==> src/rtl/rprog_pkg.sv <==
// Shared types and constants for the r_prog ramp sequencer.
package rprog_pkg;

    typedef logic [3:0] rprog_code_t;

    typedef enum logic [1:0] {
        IDLE   = 2'd0,
        RAMP   = 2'd1,
        SETTLE = 2'd2
    } rprog_state_t;

    localparam rprog_code_t RPROG_MAX = 4'd15;

    // Wide enough to hold the longer of the step and settle intervals.
    function automatic int tmr_width(input int step_cycles, input int settle_cycles);
        return $clog2(((step_cycles > settle_cycles) ? step_cycles : settle_cycles) + 1);
    endfunction

endpackage

==> src/rtl/rprog_interval_timer.sv <==
// Loadable down-counter shared by the RAMP step interval and the SETTLE interval.
module rprog_interval_timer #(
    parameter int W = 4
) (
    input  logic         clk,
    input  logic         rst_n,
    input  logic         load_i,
    input  logic [W-1:0] load_value_i,
    input  logic         dec_en_i,
    output logic         zero_o
);

    logic [W-1:0] count_q;
    logic [W-1:0] count_d;

    always_comb begin
        count_d = count_q;
        if (load_i) begin
            count_d = load_value_i;
        end else if (dec_en_i && (count_q != '0)) begin
            count_d = count_q - W'(1);
        end
    end

    always_ff @(posedge clk) begin
        if (!rst_n) begin
            count_q <= '0;
        end else begin
            count_q <= count_d;
        end
    end

    assign zero_o = (count_q == '0);

endmodule

==> src/rtl/rprog_ramp_sequencer.sv <==
// Ramps r_prog one LSB per STEP_CYCLES toward a requested code, then settles and pulses done.
// Optional RPROG_RETARGET_EN lets a new request supersede one that is still ramping or settling.
module rprog_ramp_sequencer
    import rprog_pkg::*;
#(
    parameter int          STEP_CYCLES   = 16,
    parameter int          SETTLE_CYCLES = 64,
    parameter rprog_code_t RESET_CODE    = 4'd0
) (
    input  logic       clk,
    input  logic       rst_n,
    input  logic       req_valid,
    output logic       req_ready,
    input  logic [3:0] req_code,
    input  logic       hold,
    output logic [3:0] r_prog,
    output logic       busy,
    output logic       done
);

    localparam int TMR_W = tmr_width(STEP_CYCLES, SETTLE_CYCLES);
    localparam logic [TMR_W-1:0] STEP_LOAD   = TMR_W'(STEP_CYCLES - 1);
    localparam logic [TMR_W-1:0] SETTLE_LOAD = TMR_W'(SETTLE_CYCLES - 1);

    rprog_state_t state_q, state_d;
    rprog_code_t  r_prog_q, r_prog_d;
    rprog_code_t  target_q, target_d;
    logic         dirUp_q, dirUp_d;
    logic         done_q, done_d;

    logic             tmrLoad;
    logic [TMR_W-1:0] tmrLoadValue;
    logic             tmrDec;
    logic             tmrZero;
    logic             accept;
    logic             atLimit;
    rprog_code_t      stepCode;

    rprog_interval_timer #(.W(TMR_W)) u_timer (
        .clk          (clk),
        .rst_n        (rst_n),
        .load_i       (tmrLoad),
        .load_value_i (tmrLoadValue),
        .dec_en_i     (tmrDec),
        .zero_o       (tmrZero)
    );

`ifdef RPROG_RETARGET_EN
    assign req_ready = 1'b1;
`else
    assign req_ready = (state_q == IDLE);
`endif

    assign accept = req_valid && req_ready;

    // Clamp at the rails so r_prog can never wrap even on an inconsistent target.
    assign atLimit  = dirUp_q ? (r_prog_q == RPROG_MAX) : (r_prog_q == '0);
    assign stepCode = atLimit ? r_prog_q : (dirUp_q ? r_prog_q + 4'd1 : r_prog_q - 4'd1);

    always_comb begin
        state_d      = state_q;
        r_prog_d     = r_prog_q;
        target_d     = target_q;
        dirUp_d      = dirUp_q;
        done_d       = 1'b0;
        tmrLoad      = 1'b0;
        tmrLoadValue = STEP_LOAD;
        tmrDec       = 1'b0;

        case (state_q)
            IDLE: begin
                if (accept) begin
                    if (req_code == r_prog_q) begin
                        done_d = 1'b1;
                    end else begin
                        target_d = req_code;
                        dirUp_d  = (req_code > r_prog_q);
                        tmrLoad  = 1'b1;
                        state_d  = RAMP;
                    end
                end
            end
            RAMP: begin
                if (!hold) begin
                    if (!tmrZero) begin
                        tmrDec = 1'b1;
                    end else begin
                        r_prog_d = stepCode;
                        tmrLoad  = 1'b1;
                        if ((stepCode == target_q) || atLimit) begin
                            tmrLoadValue = SETTLE_LOAD;
                            state_d      = SETTLE;
                        end
                    end
                end
            end
            SETTLE: begin
                if (!hold) begin
                    if (!tmrZero) begin
                        tmrDec = 1'b1;
                    end else begin
                        done_d  = 1'b1;
                        state_d = IDLE;
                    end
                end
            end
            default: state_d = IDLE;
        endcase

`ifdef RPROG_RETARGET_EN
        // A new request wins over any step or done scheduled on the same edge.
        if (accept && (state_q != IDLE)) begin
            target_d = req_code;
            dirUp_d  = (req_code > r_prog_q);
            r_prog_d = r_prog_q;
            done_d   = 1'b0;
            tmrDec   = 1'b0;
            tmrLoad  = 1'b1;
            if (req_code == r_prog_q) begin
                tmrLoadValue = SETTLE_LOAD;
                state_d      = SETTLE;
            end else begin
                tmrLoadValue = STEP_LOAD;
                state_d      = RAMP;
            end
        end
`endif
    end

    always_ff @(posedge clk) begin
        if (!rst_n) begin
            state_q  <= IDLE;
            r_prog_q <= RESET_CODE;
            target_q <= RESET_CODE;
            dirUp_q  <= 1'b0;
            done_q   <= 1'b0;
        end else begin
            state_q  <= state_d;
            r_prog_q <= r_prog_d;
            target_q <= target_d;
            dirUp_q  <= dirUp_d;
            done_q   <= done_d;
        end
    end

    assign r_prog = r_prog_q;
    assign done   = done_q;
    assign busy   = (state_q != IDLE);

endmodule

==> config.mk <==
export PLATFORM = sky130hd
export DESIGN_NAME = rprog_ramp_sequencer
export DESIGN_NICKNAME = d
export VERILOG_FILES = /design/src/rtl/rprog_pkg.sv /design/src/rtl/rprog_interval_timer.sv /design/src/rtl/rprog_ramp_sequencer.sv
export SDC_FILE = /design/constraint.sdc
export NUM_CORES = 1
export LEC_CHECK = 0
export ABC_AREA = 1
export CAP_MARGIN = 10
export CORE_MARGIN = 2
export CORE_UTILIZATION = 40
export CTS_BUF_LIST = sky130_fd_sc_hd__clkbuf_16
export DETAILED_ROUTE_END_ITERATION = 16
export HOLD_SLACK_MARGIN = 0.15
export SLEW_MARGIN = 10
export SYNTH_ARGS = -nofsm -noshare
export SYNTH_HDL_FRONTEND = slang
export SYNTH_SLANG_ARGS = --single-unit
==> constraint.sdc <==
create_clock -name clk -period 2.4 [get_ports clk]
set_clock_uncertainty 0.05 [all_clocks]
set_input_delay 0.6 -clock clk [delete_from_list [all_inputs] [get_ports clk]]
set_output_delay 0.6 -clock clk [all_outputs]
set_load 0.005 [all_outputs]
# Yosys cells after proc, flatten, opt, wreduce, memory -nomap -nowiden
# Cells that the tools add are included.
[totals]
wordCells = 65
ff_bits = 19
[op_classes]
magnitude_cmp = 1
reduce_logical = 13
n_addsub = 3
muxes = 28
bitwise_logic = 2
eq_ne = 12
[ops]
columns = ["cell", "n"]
rows = [
  ["$mux 6", 4],
  ["$mux 2", 7],
  ["$mux 7", 2],
  ["$ne 2x2->1 const B", 6],
  ["$mux 1", 10],
  ["$eq 4x4->1", 2],
  ["$mux 4", 2],
  ["$logic_not 7->1", 1],
  ["$reduce_and 7->1", 1],
  ["$reduce_bool 7->1", 1],
  ["$sub 7x1->7 const B", 1],
  ["$pmux 2 s3", 1],
  ["$reduce_and 3->1", 2],
  ["$add 4x1->4 const B", 1],
  ["$eq 4x4->1 const B", 1],
  ["$gt 4x4->1", 1],
  ["$logic_not 4->1", 1],
  ["$pmux 1 s2", 2],
  ["$reduce_bool 2->1", 2],
  ["$sub 4x1->4 const B", 1],
  ["$eq 2x1->1 const B", 1],
  ["$eq 2x2->1 const B", 1],
  ["$logic_and 1x1->1", 2],
  ["$logic_not 2->1", 1],
  ["other kinds (4)", 5],
]

# Longest topological paths before layout
[depth]
word_depth = 10
mapped_depth = 18
ltp_nobuf = 18

# By module
# A second synthesis with hierarchy kept.
[hier_totals]
hier_cells = 233
area_unflattened_um2 = 1435.1
[modules_own_cells]
columns = ["mod", "cells_per_inst", "instances", "area_per_inst_um2", "seq_area_each_um2"]
rows = [
  ["rprog_ramp_sequencer", 141, 1, 904.6, 240.2],
  ["rprog_interval_timer", 92, 1, 530.5, 140.1],
]

# Least setup slack after synthesis
# No wires, ideal clock.
[synth_timing]
path_type = "register -> register"
start = "register r_prog_q[0] (netlist: r_prog[0])"
end = "register state_q[0]"
synth_period_minus_slack_ps = 2135
setup_time_ps = 123
arrival_time_ps = 1962
slack_ps = 265
path_stages_with_launch = 17
required_ps = 2227
path_cell_list = "dfxtp_1 > inv_1 > fa_1 > inv_1 > o21bai_2 > nand2_1 > nand2_1 > nand2_1 > nand2_1 > nor2_1 > nand2_1 > nand2_1 > nand2_1 > nand2_2 > nand2_2 > nand2_1 > a21oi_1"
[synth_via]
elab_chain_len = 7
[synth_rtl]
columns = ["item", "line_no", "source"]
rows = [
  ["from (decl)", "rprog_ramp_sequencer.sv:26", "rprog_code_t r_prog_q, r_prog_d;"],
  ["from (signal assigned)", "rprog_ramp_sequencer.sv:139", "r_prog_q <= r_prog_d;"],
  ["$sub 4x1->4, or another cell as far along", "rprog_ramp_sequencer.sv:58", "assign stepCode = atLimit ? r_prog_q : (dirUp_q ? r_prog_q + 4'd1 : r_prog_q - 4'd1);"],
  ["$mux 4 or $mux 1 (tied branches)", "rprog_ramp_sequencer.sv:58, rprog_ramp_sequencer.sv:57", ""],
  ["$mux 4", "rprog_ramp_sequencer.sv:58", ""],
  ["$eq 4x4->1", "rprog_ramp_sequencer.sv:90", "if ((stepCode == target_q) || atLimit) begin"],
  ["$logic_or 1x1->1", "rprog_ramp_sequencer.sv:90", ""],
  ["$ne 2x2->1 (no line)", "n/a", ""],
  ["$reduce_and 7->1 (no line) (*)", "n/a", ""],
  ["to (signal assigned)", "rprog_ramp_sequencer.sv:138", "state_q <= state_d;"],
  ["to (decl)", "rprog_ramp_sequencer.sv:25", "rprog_state_t state_q, state_d;"],
]
# Mark *: on every way between the ends. The rest lies on a longest branch, timed or not.
# A chain may end at the register's enable or synchronous reset.

# Final worst setup path
[layout_timing]
start = "input port req_code[3]"
end = "register u_timer.count_q[4]"
[layout_via]
elab_chain_len = 5
[layout_rtl]
columns = ["item", "line_no", "source"]
rows = [
  ["from (decl)", "rprog_ramp_sequencer.sv:14", "input logic [3:0] req_code,"],
  ["$eq 4x4->1 (*)", "rprog_ramp_sequencer.sv:73", "if (req_code == r_prog_q) begin"],
  ["$mux 1 (*)", "rprog_ramp_sequencer.sv:73", ""],
  ["$mux 1 (*)", "rprog_ramp_sequencer.sv:72", "if (accept) begin"],
  ["$pmux 1 s2 (*)", "rprog_ramp_sequencer.sv:70", "case (state_q)"],
  ["$mux 7 or $reduce_bool 2->1 (tied branches)", "n/a", ""],
  ["to (signal assigned)", "rprog_interval_timer.sv:29", "count_q <= count_d;"],
  ["to (decl)", "rprog_interval_timer.sv:13", "logic [W-1:0] count_q;"],
]
# Marked as above.

==> metrics <==
DR WL/cell 10.67 µm; CP endpoint u_timer.count_q[4]$_SDFFE_PN0P_; Finish-stage setup viols 0; # IOs 15; Tot Pwr 1.668 mW; Worst Reg-to-Reg Cells 16; multiplexer share of the synthesized area 0; drt first-iter violations 60; fin. max-slew vios 0; max-cap viol count 0; Final #Nets 233; Worst path top cell family by delay buffers and inverters; cts bufs inserted 3; Yosys cell types 22; Core Region 3053 µm²; critical path startpoint req_code[3]; CP dominant cell by count inv_2; Hold Vio Cnt, Final 0; Hold Slack 0.4184 ns; Post-Route WL 2742 µm; syn nets 208; vias in the first global route 1191; drt pass-1 iters 4; multi-input logic area 754.5 µm²; first-pass GRT wire length 4864 µm; placed insts 253; Final Critical Period 2.209 ns; post-synthesis register bit count 19; xor/xnor share of the synthesized area 0.006876; crit share post-route 0.9204; main combinational cell family by area after synthesis simple AND/OR/NAND/NOR gates; Area Growth Syn to Fin 25.54%; worst min-delay path category flop to flop; Synth Warn # 0; clk slew on worst S/H paths 0.06 ns; clk_lat worst skew 0.25 ns; largest net degree at the start of global routing 12; initial antenna violation count 0; Slew @ Worst Pin 0.3456 ns; # rows 20; Max FO, Critical Path 5; R2R Path Start r_prog[0]$_SDFFE_PN0P_; Vert. Die Dim 60.43 µm; leak pwr 0.7605 nW; port bufs 14; worst relative slew slack 0.7636; CP peak stage delay 0.43 ns; Crit-path slowest cell clkdlybuf4s50_1; cell depth of the worst setup path 13; Root Buffer clkbuf_16; cell taking the most area after synthesis dfxtp_1; type of origin of the critical path primary input; routability cong. 0.8110; htree depth 1; share of cells above drive strength 1 0.1408; Synth top area share 0.2986; top cells by area, synth dfxtp_1 (30%), nand2_1 (12%), ha_1 (9.8%); CP endpoint kind flop; Req. time, crit path 2.49 ns; die width 60.43 µm; Crit path buffers/inverters 5; Starting Density 0.4172; cell area after layout 1599 µm²; vias 1247; status finished clean; Peak Freq 452.7 MHz; hold_buf cts 0; sequential area share after synthesis 0.2986; arrival time worst endpoint 2.29 ns; Crit Path Category primary input to flop; CTS tree built; CP cell instances clkdlybuf4s50_1 > ha_1 > nand2_1 > inv_2 > nand3_1 > inv_2 > nor2_1 > inv_2 > nand2_2 > nor2_1 > inv_2 > o21ai_1 > a21oi_1; Syn Area/Cell 6.739 µm²; Non-Filler Instances 257; Final ANT Viol Nets 0; Clock Path Buffers 2; die footprint 3652 µm²; drt via density 4.852; worst vdd ir 0.6035 mV; GR Overflow Total 0; RSZ-0062 raised after global routing no; Synth Area in Compound Gates 0.1817; area share of and/or/nand/nor cells after synthesis 0.2898; Syn Std Cell Area 1274 µm²; DRC errors left 0; Fillers 326; Tot GR Track Use 0.1760; Synth Area in Adders 0.1139; Cell Area, Placed 1518 µm²; CTS Sinks 19; Inserted Diodes 0; register area 381.6 µm²; post-DP HPWL 2224 µm; Critical R2R Capture state_q[0]$_SDFFE_PN0P_; Pwr per Cell Area 1043 nW/µm²; Mapped Cells 189; register-to-register setup slack 0.27 ns
==> worst min-delay path by stage <==
stage | startpoint | to | depth (start not counted) | slack, ns
floorplan | u_timer.count_q[0]$_SDFFE_PN0P_ | u_timer.count_q[0]$_SDFFE_PN0P_ | 2 | 0.39
global placement | u_timer.count_q[6]$_SDFFE_PN0P_ | u_timer.count_q[6]$_SDFFE_PN0P_ | 2 | 0.41
detailed placement | u_timer.count_q[0]$_SDFFE_PN0P_ | u_timer.count_q[0]$_SDFFE_PN0P_ | 2 | 0.41
CTS | u_timer.count_q[0]$_SDFFE_PN0P_ | u_timer.count_q[0]$_SDFFE_PN0P_ | 2 | 0.41
global route | u_timer.count_q[6]$_SDFFE_PN0P_ | u_timer.count_q[6]$_SDFFE_PN0P_ | 2 | 0.44
finish | u_timer.count_q[0]$_SDFFE_PN0P_ | u_timer.count_q[0]$_SDFFE_PN0P_ | 2 | 0.42
==> cell usage in the layout, fill, tap and decap left out, types with 2 or more instances in the layout <==
cell type / count
clkbuf_16: 3
o21ai_0: 13
inv_2: 7
nand3_1: 12
nor3_1: 2
inv_1: 29
nor2_1: 13
nand2_1: 40
ha_1: 10
buf_4: 7
nand2_2: 6
clkdlybuf4s50_1: 14
dfxtp_1: 18
a21oi_1: 23
o21ai_1: 5
==> worst register-to-register path: cells and delay by family, from the launching register on <==
family	cells	cell delay, ns
AOI/OAI and AO/OA	2	0.23
and+or+nand+nor	11	0.74
buffers and inverters	2	0.13
adders and majority gates	1	0.55
DFF	1	0.32
==> synth_stat cells, drive strengths merged <==
cell,n
xnor2,1
nand3,13
dfxtp,19
nand4,1
clkbuf,1
o21bai,1
ha,10
a31oi,1
inv,36
a21oi,23
nor2,15
nor3,2
o21ai,18
fa,1
a2111oi,1
nand2,46
==> through the flow <==
stage	worst slack, ns	util	setup TNS [ns]
3_3_place_gp	0.01558	0.4971	0
4_1_cts	0.1825	0.5234	0
3_5_place_dp	-0.07875	0.4971	-0.1604
5_1_grt	0.005697	0.5238	0
6_report	0.1910	0.5238	0
2_1_floorplan	0.2653	-	0
==> state kept, by name, summed over array words and instances, names as in the netlist <==
| register | flops |
|---|---|
| dirUp_q | 1 |
| done | 1 |
| r_prog | 4 |
| state_q | 2 |
| target_q | 4 |
| u_timer.count_q | 7 |
==> kinds of logic (layout without fill, tap and decap cells) <==
logic type | Yosys count | after routing
adder cells (fa/ha/maj) | 11 | 11
XOR/XNOR | 1 | 1
flip-flops | 19 | 19
AND/OR/NAND/NOR | 77 | 77
AO/OA/AOI/OAI | 44 | 44
buffers and inverters | 37 | 61
==> where the power goes <==
part / internal, mW / switching [mW]
sequential: 0.401 / 0.0716
clock: 0.223 / 0.120
combinational: 0.353 / 0.500
==> layer usage <==
layer  vias up  track usage  wire length (µm)
li1        660            -                 -
met1       562       0.1992              1227
met2        23       0.3276              1392
met3         2      0.03838               107
met4         0      0.05590                15
met5         -            0                 0
==> repair_timing <==
item,4_1_cts,5_1_grt
gates resized for setup,0,1
endpoints found under the setup margin,0,2
setup buffers,0,0
==> area by class of cell <==
type / instances / area share
inverters: 36 / 0.08451
clock inverters: 1 / 0.003130
repair buffers: 21 / 0.1205
clock buffers: 3 / 0.04695
multi-input cells: 133 / 0.4718
well taps: 44 / 0.03443
flip-flops and latches: 19 / 0.2387
No activity file was read; power rests on OpenSTA's default activity.
